===== src/rtl/ldr_word_bridge.sv =====
// Byte-to-word bridge between the HPS ioctl download stream and a 16-bit core memory port.
// Packs big-endian words through a pending/skid stage into a small FIFO drained by a level-request/ack handshake.
module ldr_word_bridge #(
    parameter logic [7:0]  INDEX = 8'd0,
    parameter int unsigned DEPTH = 4
) (
    input  logic        clk_sys,
    input  logic        reset,
    input  logic        ioctl_download,
    input  logic [7:0]  ioctl_index,
    input  logic        ioctl_wr,
    input  logic [24:0] ioctl_addr,
    input  logic [7:0]  ioctl_dout,
    output logic        ioctl_wait,
    output logic        ldr_aen,
    output logic        ldr_wr,
    output logic [19:0] ldr_addr,
    output logic [15:0] ldr_wdat,
    output logic [1:0]  ldr_be,
    input  logic        ldr_ack,
    output logic        ldr_done,
    output logic        ldr_ovf
);

    localparam int unsigned AW = $clog2(DEPTH);
    localparam int unsigned CW = AW + 1;
    localparam logic [CW-1:0] CNT_FULL = CW'(DEPTH);
    localparam logic [CW-1:0] CNT_HIGH = CW'(DEPTH - 1);
    localparam logic [CW-1:0] CNT_ONE  = CW'(1);
    localparam logic [AW-1:0] PTR_ONE  = AW'(1);

    localparam logic [1:0] S_IDLE  = 2'd0;
    localparam logic [1:0] S_LOAD  = 2'd1;
    localparam logic [1:0] S_FLUSH = 2'd2;
    localparam logic [1:0] S_DONE  = 2'd3;

    logic [1:0]    state_q, state_d;
    logic          dl_q;
    logic          ack_q;
    logic          pend_vld_q, pend_vld_d;
    logic [18:0]   pend_addr_q, pend_addr_d;
    logic [7:0]    pend_dat_q, pend_dat_d;
    logic          skid_vld_q, skid_vld_d;
    logic [18:0]   skid_addr_q, skid_addr_d;
    logic [7:0]    skid_dat_q, skid_dat_d;
    logic [AW-1:0] wptr_q, wptr_d;
    logic [AW-1:0] rptr_q, rptr_d;
    logic [CW-1:0] count_q, count_d;
    logic          wr_q, wr_d;
    logic [19:0]   oaddr_q, oaddr_d;
    logic [15:0]   odat_q, odat_d;
    logic [1:0]    obe_q, obe_d;
    logic          ovf_q, ovf_d;
    logic          wait_q, wait_d;

    logic [18:0]   fifo_addr [DEPTH];
    logic [15:0]   fifo_dat  [DEPTH];
    logic [1:0]    fifo_be   [DEPTH];

    logic          push;
    logic [18:0]   push_addr;
    logic [15:0]   push_dat;
    logic [1:0]    push_be;
    logic          pop;
    logic          fifo_can;
    logic          slot_free;
    logic          byte_v;
    logic [18:0]   byte_a;
    logic          unused_addr_bits;

    assign unused_addr_bits = ^ioctl_addr[24:20];

    assign pop       = wr_q & ldr_ack & ~ack_q;
    assign fifo_can  = (count_q != CNT_FULL) | pop;
    assign slot_free = fifo_can & ~skid_vld_q;
    assign byte_v    = (state_q == S_LOAD) & ioctl_download & ioctl_wr & (ioctl_index == INDEX);
    assign byte_a    = ioctl_addr[19:1];

    always_comb begin
        push        = 1'b0;
        push_addr   = '0;
        push_dat    = '0;
        push_be     = '0;
        pend_vld_d  = pend_vld_q;
        pend_addr_d = pend_addr_q;
        pend_dat_d  = pend_dat_q;
        skid_vld_d  = skid_vld_q;
        skid_addr_d = skid_addr_q;
        skid_dat_d  = skid_dat_q;
        ovf_d       = ovf_q;

        // The skid word owns the push slot; any byte needing a push this cycle is lost.
        if (skid_vld_q && fifo_can) begin
            push       = 1'b1;
            push_addr  = skid_addr_q;
            push_dat   = {8'h00, skid_dat_q};
            push_be    = 2'b01;
            skid_vld_d = 1'b0;
        end

        if (byte_v) begin
            if (!ioctl_addr[0]) begin
                if (!pend_vld_q) begin
                    pend_vld_d  = 1'b1;
                    pend_addr_d = byte_a;
                    pend_dat_d  = ioctl_dout;
                end else if (slot_free) begin
                    push        = 1'b1;
                    push_addr   = pend_addr_q;
                    push_dat    = {pend_dat_q, 8'h00};
                    push_be     = 2'b10;
                    pend_addr_d = byte_a;
                    pend_dat_d  = ioctl_dout;
                end else begin
                    ovf_d = 1'b1;
                end
            end else if (!slot_free) begin
                ovf_d = 1'b1;
            end else if (pend_vld_q && (pend_addr_q == byte_a)) begin
                push       = 1'b1;
                push_addr  = pend_addr_q;
                push_dat   = {pend_dat_q, ioctl_dout};
                push_be    = 2'b11;
                pend_vld_d = 1'b0;
            end else if (pend_vld_q) begin
                push        = 1'b1;
                push_addr   = pend_addr_q;
                push_dat    = {pend_dat_q, 8'h00};
                push_be     = 2'b10;
                pend_vld_d  = 1'b0;
                skid_vld_d  = 1'b1;
                skid_addr_d = byte_a;
                skid_dat_d  = ioctl_dout;
            end else begin
                push      = 1'b1;
                push_addr = byte_a;
                push_dat  = {8'h00, ioctl_dout};
                push_be   = 2'b01;
            end
        end

        if ((state_q == S_FLUSH) && !skid_vld_q && pend_vld_q && fifo_can) begin
            push       = 1'b1;
            push_addr  = pend_addr_q;
            push_dat   = {pend_dat_q, 8'h00};
            push_be    = 2'b10;
            pend_vld_d = 1'b0;
        end
    end

    always_comb begin
        state_d = state_q;
        case (state_q)
            S_IDLE:  if (ioctl_download && !dl_q && (ioctl_index == INDEX)) state_d = S_LOAD;
            S_LOAD:  if (!ioctl_download && dl_q) state_d = S_FLUSH;
            S_FLUSH: if ((count_q == '0) && !pend_vld_q && !skid_vld_q && !wr_q) state_d = S_DONE;
            default: state_d = S_DONE;
        endcase
    end

    always_comb begin
        wptr_d  = push ? wptr_q + PTR_ONE : wptr_q;
        rptr_d  = pop ? rptr_q + PTR_ONE : rptr_q;
        count_d = count_q;
        if (push && !pop) count_d = count_q + CNT_ONE;
        else if (pop && !push) count_d = count_q - CNT_ONE;

        // The request drops for at least one cycle after each pop before presenting the next head.
        wr_d    = wr_q;
        oaddr_d = oaddr_q;
        odat_d  = odat_q;
        obe_d   = obe_q;
        if (pop) begin
            wr_d = 1'b0;
        end else if (!wr_q && (count_q != '0)) begin
            wr_d    = 1'b1;
            oaddr_d = {fifo_addr[rptr_q], 1'b0};
            odat_d  = fifo_dat[rptr_q];
            obe_d   = fifo_be[rptr_q];
        end

        wait_d = (count_d >= CNT_HIGH) | skid_vld_d | (state_d == S_FLUSH);
    end

    always_ff @(posedge clk_sys) begin
        dl_q <= ioctl_download;
        if (push) begin
            fifo_addr[wptr_q] <= push_addr;
            fifo_dat[wptr_q]  <= push_dat;
            fifo_be[wptr_q]   <= push_be;
        end
    end

    always_ff @(posedge clk_sys) begin
        if (reset) begin
            state_q     <= S_IDLE;
            ack_q       <= 1'b0;
            pend_vld_q  <= 1'b0;
            pend_addr_q <= '0;
            pend_dat_q  <= '0;
            skid_vld_q  <= 1'b0;
            skid_addr_q <= '0;
            skid_dat_q  <= '0;
            wptr_q      <= '0;
            rptr_q      <= '0;
            count_q     <= '0;
            wr_q        <= 1'b0;
            oaddr_q     <= '0;
            odat_q      <= '0;
            obe_q       <= '0;
            ovf_q       <= 1'b0;
            wait_q      <= 1'b0;
        end else begin
            state_q     <= state_d;
            ack_q       <= ldr_ack;
            pend_vld_q  <= pend_vld_d;
            pend_addr_q <= pend_addr_d;
            pend_dat_q  <= pend_dat_d;
            skid_vld_q  <= skid_vld_d;
            skid_addr_q <= skid_addr_d;
            skid_dat_q  <= skid_dat_d;
            wptr_q      <= wptr_d;
            rptr_q      <= rptr_d;
            count_q     <= count_d;
            wr_q        <= wr_d;
            oaddr_q     <= oaddr_d;
            odat_q      <= odat_d;
            obe_q       <= obe_d;
            ovf_q       <= ovf_d;
            wait_q      <= wait_d;
        end
    end

    assign ioctl_wait = wait_q;
    assign ldr_aen    = (state_q == S_LOAD) || (state_q == S_FLUSH);
    assign ldr_done   = (state_q == S_DONE);
    assign ldr_wr     = wr_q;
    assign ldr_addr   = oaddr_q;
    assign ldr_wdat   = odat_q;
    assign ldr_be     = obe_q;
    assign ldr_ovf    = ovf_q;

endmodule

===== config.mk =====
export PLATFORM = sky130hd
export DESIGN_NAME = ldr_word_bridge
export DESIGN_NICKNAME = d
export VERILOG_FILES = /design/src/rtl/ldr_word_bridge.sv
export SDC_FILE = /design/constraint.sdc
export NUM_CORES = 1
export LEC_CHECK = 0
export CAP_MARGIN = 10
export CORE_MARGIN = 10
export CORE_UTILIZATION = 52
export CTS_BUF_LIST = sky130_fd_sc_hd__clkbuf_16
export CTS_CLUSTER_SIZE = 20
export DETAILED_ROUTE_END_ITERATION = 6
export PLACE_DENSITY_LB_ADDON = 0.25
export SYNTH_ARGS = -nofsm -noshare
export SYNTH_HDL_FRONTEND = slang
export SYNTH_SLANG_ARGS = --single-unit

===== constraint.sdc =====
create_clock -name clk_sys -period 3.33 [get_ports clk_sys]
set_input_delay 0.666 -clock clk_sys [delete_from_list [all_inputs] [get_ports clk_sys]]
set_output_delay 0.666 -clock clk_sys [all_outputs]
set_load 0.1 [all_outputs]

=== Yosys cells after proc, flatten, opt, wreduce, memory -nomap -nowiden ===
Memories as Yosys holds them, arrays and structs flattened. A register that Yosys moved wholly into a read port is not among the register bits.
Cells that the tools add are included.

* Bits in registers: 70
* Bits in writable memories: 148
* Output and inout port bits: 43
* Logic and storage cells: 135
* Memories kept: 3

* Add/sub/neg operators: 4
* Order comparisons: 1
* Equality and inequality tests: 8
* Muxes and demuxes: 56
* Bitwise gates (word level): 14
* Reductions and logical operators: 34

{| class="wikitable"
|+ Memory list
! name !! words !! width !! read ports !! clocked after memory_dff !! wr ports !! RTL line !! text
|-
| fifo_addr || 4 || 19 || 1 || 1 || 1 || 56 || <nowiki>logic [18:0] fifo_addr [DEPTH];</nowiki>
|-
| fifo_dat || 4 || 16 || 1 || 1 || 1 || 57 || <nowiki>logic [15:0] fifo_dat [DEPTH];</nowiki>
|-
| fifo_be || 4 || 2 || 1 || 1 || 1 || 58 || <nowiki>logic [1:0] fifo_be [DEPTH];</nowiki>
|}

{| class="wikitable"
|+ Operators with widths
! kind !! number
|-
| 19-bit two-way mux || 11
|-
| 16-bit two-way mux || 8
|-
| 8-bit two-way mux || 3
|-
| 2-bit two-way mux || 11
|-
| 1-bit two-way mux || 20
|-
| 19-bit == test || 1
|-
| 1-bit logical AND || 14
|-
| 8-bit zero test || 1
|-
| 1-bit zero test || 7
|-
| 1-bit bitwise AND || 6
|-
| 2-bit == test (second input constant) || 3
|-
| 3-bit two-way mux || 2
|-
| 2-bit one-hot mux with 3 select lines || 1
|-
| 2-bit AND reduction || 3
|-
| 1-bit NOT || 5
|-
| 5-bit AND reduction || 1
|-
| 2-bit by 1-bit adder with 2-bit output (second input constant) || 2
|-
| 2-bit by 1-bit != test with 1-bit output (second input constant) || 2
|-
| 2-bit OR reduction || 2
|-
| 3-bit by 1-bit adder with 3-bit output (second input constant) || 1
|-
| 3-bit by 2-bit >= comparator with 1-bit output (second input constant) || 1
|-
| 3-bit zero test || 1
|-
| 3-bit != test (second input constant) || 1
|-
| 1-bit OR || 3
|-
| other kinds (7) || 7
|}

=== Longest topological paths before layout ===
* Depth after elaboration: 17
* Gate-level depth with buffers: 10
* Depth with buffers taken out: 8

=== Worst setup path after synthesis ===
OpenSTA, ideal clock, no wires.

* Path kind: input -> register
* From: input port ioctl_index[5]
* To: memory fifo_addr[0][0] (enable)
* Library setup time: 0.398 ns
* Arrival: 2.747 ns
* Data required time: 2.932 ns
* Setup slack: 0.185 ns
* Cell stages on the path: 6
* Path through: nor4_4 nand4_1 a22o_1 buf_2 nor2_2 and2_1

* Cells in the longest elaborated chain, start to end: 6

{| class="wikitable"
|+ Ends and longest elaborated chain
! item !! RTL line !! text
|-
| start, declared || 10 || <nowiki>input logic [7:0] ioctl_index,</nowiki>
|-
| 8-bit zero test || 76 || <nowiki>assign byte_v = (state_q == S_LOAD) & ioctl_download & ioctl_wr & (ioctl_index == INDEX);</nowiki>
|-
| 1-bit bitwise AND || 76 ||
|-
| 1-bit two-way mux || 101 || <nowiki>if (byte_v) begin</nowiki>
|-
| 1-bit two-way mux || 142 || <nowiki>if ((state_q == S_FLUSH) && !skid_vld_q && pend_vld_q && fifo_can) begin</nowiki>
|-
| 1-bit two-way mux || 187 || <nowiki>if (push) begin</nowiki>
|-
| 1-bit two-way mux (implied by the code) || 188 || <nowiki>fifo_addr[wptr_q] <= push_addr;</nowiki>
|-
| end, declared || 56 ||
|}

No other way between the ends.

=== Worst setup path in the final report ===
* From: input port ioctl_index[1]
* To: memory fifo_addr[3][1] (enable)

The elaborated chain is that of the path after synthesis.

==> results_dict.tcl <==
set metrics [dict create \
    cp.arrival_ps 2750 \
    tightest_slew_ps 758.2 \
    p_int_mw 5.535 \
    synth-edff-count 148 \
    wl_per_cell_um 18.35 \
    ys_ff_latch 255 \
    drt-pass1-iter-count 5 \
    grt_pass1_vias 6630 \
    hold_path_class "reg2reg" \
    clkLatencyLatePin_ps 520 \
    finalSetupViolCount 0 \
    cts.sinks 255 \
    outcome "complete, no violations" \
    synth_area_per_cell_sq_um 12.81 \
    rsz0062_at_grt "no" \
    grt_pass1_wl_mm 34.37 \
    cts_buffers 26 \
    syn-cell-area_sq_um 10250 \
    ir_drop_v 0.0005343 \
    yosysMostFrequentCell "nand2_1" \
    clk_pin_slew_ps 60 \
    ys_seq_area_frac 0.6427 \
    synth_async_sr_flop_share 0 \
    fin_ws_ps 774.1 \
    num_vias 6362 \
    worst_path_dominant_cell_family "simple AND/OR/NAND/NOR gates" \
    netSwitchingPower_mw 2.836 \
    cts_max_level 1 \
    cts-resized-gates 0 \
    yosys-top-cells-count "nand2_1 (173), edfxtp_1 (148), dfxtp_1 (107), a21oi_1 (68), nor2_1 (44)" \
    clockBufferDepth 3 \
    cp_num_buf_inv 2 \
    via_per_inst 5.428 \
    drive_above_1_share 0.1676 \
    crit_required_ps 3530 \
    dieHeight_um 160.4 \
    final_cells 1172 \
    ys_types 48 \
    antennaDiodeCount 0 \
    crit_slowest_cell "clkdlybuf4s50_1" \
    ant_nets 0 \
    finalCritPeriodShare 0.7675 \
    grt_usage 0.1632 \
    die_width_um 160.4 \
    synthTopCellsByArea "edfxtp_1 (43%), dfxtp_1 (21%), mux4_2 (8.1%)" \
    cts_tree "yes" \
    grt_max_degree 66 \
    max_freq_ghz 0.3913 \
    crit_fanout 37 \
    drt-initial-drc-count 410 \
    combPwrFrac 0.247 \
    slew_viol_final 0 \
    design.die.area_sq_um 25730 \
    p_clk_frac 0.329 \
    fillers 1473 \
    placed_cells 1124 \
    grt_remaining_overflow 0 \
    start_util 0.5283 \
    synth_nets 858 \
    crit_type "in2reg" \
    yosys_warnings 0 \
    total_leakage_power_nw 4.268 \
    path_cells "clkdlybuf4s50_1 > nor4_4 > nand4_1 > a22o_1 > nor2_2 > and2_1 > buf_12" \
    fin_crit_ps 2556 \
    hold_buffers 0 \
    synthFlopType "edfxtp_1" \
    final_hold_viol_count 0 \
    place.gp.congestion 0.7869 \
    drc 0 \
    finalSetupTns_ps 0 \
    drt-total-wl_mm 21.50 \
    finalPower_mw 8.371 \
    synth.top_cell.area_share 0.4336 \
    start_kind "input port" \
    antenna_found_initial 0 \
    relSlewSlack 0.4945 \
    nets 945 \
    syn2layout_area_growth_pct 18.46 \
    synth_top_area_cell "edfxtp_1" \
    critical-path-max-stage-delay_ps 450 \
    rows 51 \
    cts_setup_buffers 0 \
    maxCapViolations 0 \
    finClkSkew_ps 9.219 \
    p_per_area_nw_per_um2 689.5 \
    cts-root-buf "clkbuf_16" \
    dp_slack_ps 230.3 \
    portBuffers 82 \
    core-area_sq_um 19400 \
    syn_inst 800 \
    switching_share 0.3388 \
    ioPinCount 89 \
    sequentialPowerShare 0.424 \
    end_kind "register" \
    hpwlAfterDp_mm 13.45 \
]
## power by group through the flow
stage	Clock (mW)	Combinational (mW)	Sequential, mW
after floorplan	0	0.639	4.55
after global placement	0	2.05	3.61
after detailed placement	0	2.08	3.62
after CTS	2.80	2.08	3.55
after global routing	2.93	2.17	3.57
final	2.76	2.07	3.55
## final timing paths
kind / start / end / slack (ps) / cells past startpoint
setup reg to reg: count_q[0] / skid_dat_q[2] / 850 / 9
setup / recovery: ioctl_index[1] / fifo_addr[3][1] / 770 / 7
hold / removal: pend_dat_q[5] / pend_dat_q[5] / 450 / 2
hold reg to reg: pend_dat_q[5] / pend_dat_q[5] / 450 / 2
## registers in the layout (all words and copies together) (netlist names), 2 cells and up
| signal | cells |
|---|---|
| count_q | 3 |
| fifo_addr | 76 |
| fifo_be | 8 |
| fifo_dat | 64 |
| ldr_addr | 19 |
| ldr_be | 2 |
| ldr_wdat | 16 |
| pend_addr_q | 19 |
| pend_dat_q | 8 |
| rptr_q | 2 |
| skid_addr_q | 19 |
| skid_dat_q | 8 |
| state_q | 2 |
| wptr_q | 2 |
## worst reg2reg max path, stage by stage (launching register included)
cell and delay [ps]:
dfxtp_1 390, inv_1 130, ha_1 250, nand2_1 130, nor2_4 90, or2_4 260, a2111oi_4 500, buf_12 300
mux2i_1 230, nor2_1 60
## through the flow
| stage | area [sq um] | hold WS [ps] | utilization |
|---|---|---|---|
| floorplan | 10250 | 427.3 | - |
| global placement | 11320 | 439.2 | 0.5835 |
| detailed placement | 11320 | 442.8 | 0.5835 |
| CTS | 12140 | 449.8 | 0.6258 |
| global route | 12140 | 460.7 | 0.6258 |
| finish | 12140 | 447.8 | 0.6258 |
## routing by layer
| layer | global-route usage | vias to the layer above | part of all wire |
|---|---|---|---|
| met5 | 0 | - | 0 |
| met4 | 0.03756 | 0 | 0.011 |
| met3 | 0.03655 | 23 | 0.058 |
| met2 | 0.2880 | 176 | 0.51 |
| met1 | 0.1992 | 3120 | 0.42 |
| li1 | - | 3043 | - |
## final cells by class
cell class / instances / area, sq um / share of cell area
flip-flops and latches: 255 / 6588 / 0.5426
clock buffers: 27 / 675.6 / 0.05565
well taps: 265 / 331.6 / 0.02731
inverters: 11 / 41.29 / 0.003401
clock inverters: 21 / 145.1 / 0.01196
repair buffers: 104 / 965.9 / 0.07956
multi-input cells: 489 / 3393 / 0.2795
## kinds of logic (layout without fill, tap and decap cells)
| family | Yosys count | in the layout | synth area share |
|---|---|---|---|
| muxes | 65 | 65 | 0.1087 |
| AOI/OAI and AO/OA | 118 | 118 | 0.07203 |
| adders and majority gates | 12 | 12 | 0.01465 |
| xor gates and xnor gates | 25 | 25 | 0.02136 |
| and+or+nand+nor | 268 | 268 | 0.1135 |
| DFF | 255 | 255 | 0.6427 |
| buffers and inverters | 56 | 163 | 0.02674 |
| other | 1 | 1 | 0.0003659 |
## placed cells by master, fill, tap and decap left out, types with 19 or more instances in the layout
cell type and instances:
a21oi_1 68, a22oi_1 19, buf_4 58, clkbuf_16 27, clkdlybuf4s50_1 39, dfxtp_1 106
edfxtp_1 148, mux2i_1 28, mux4_2 37, nand2_1 173, nor2_1 44, xnor2_1 24
No activity file was read; power rests on OpenSTA's default activity.
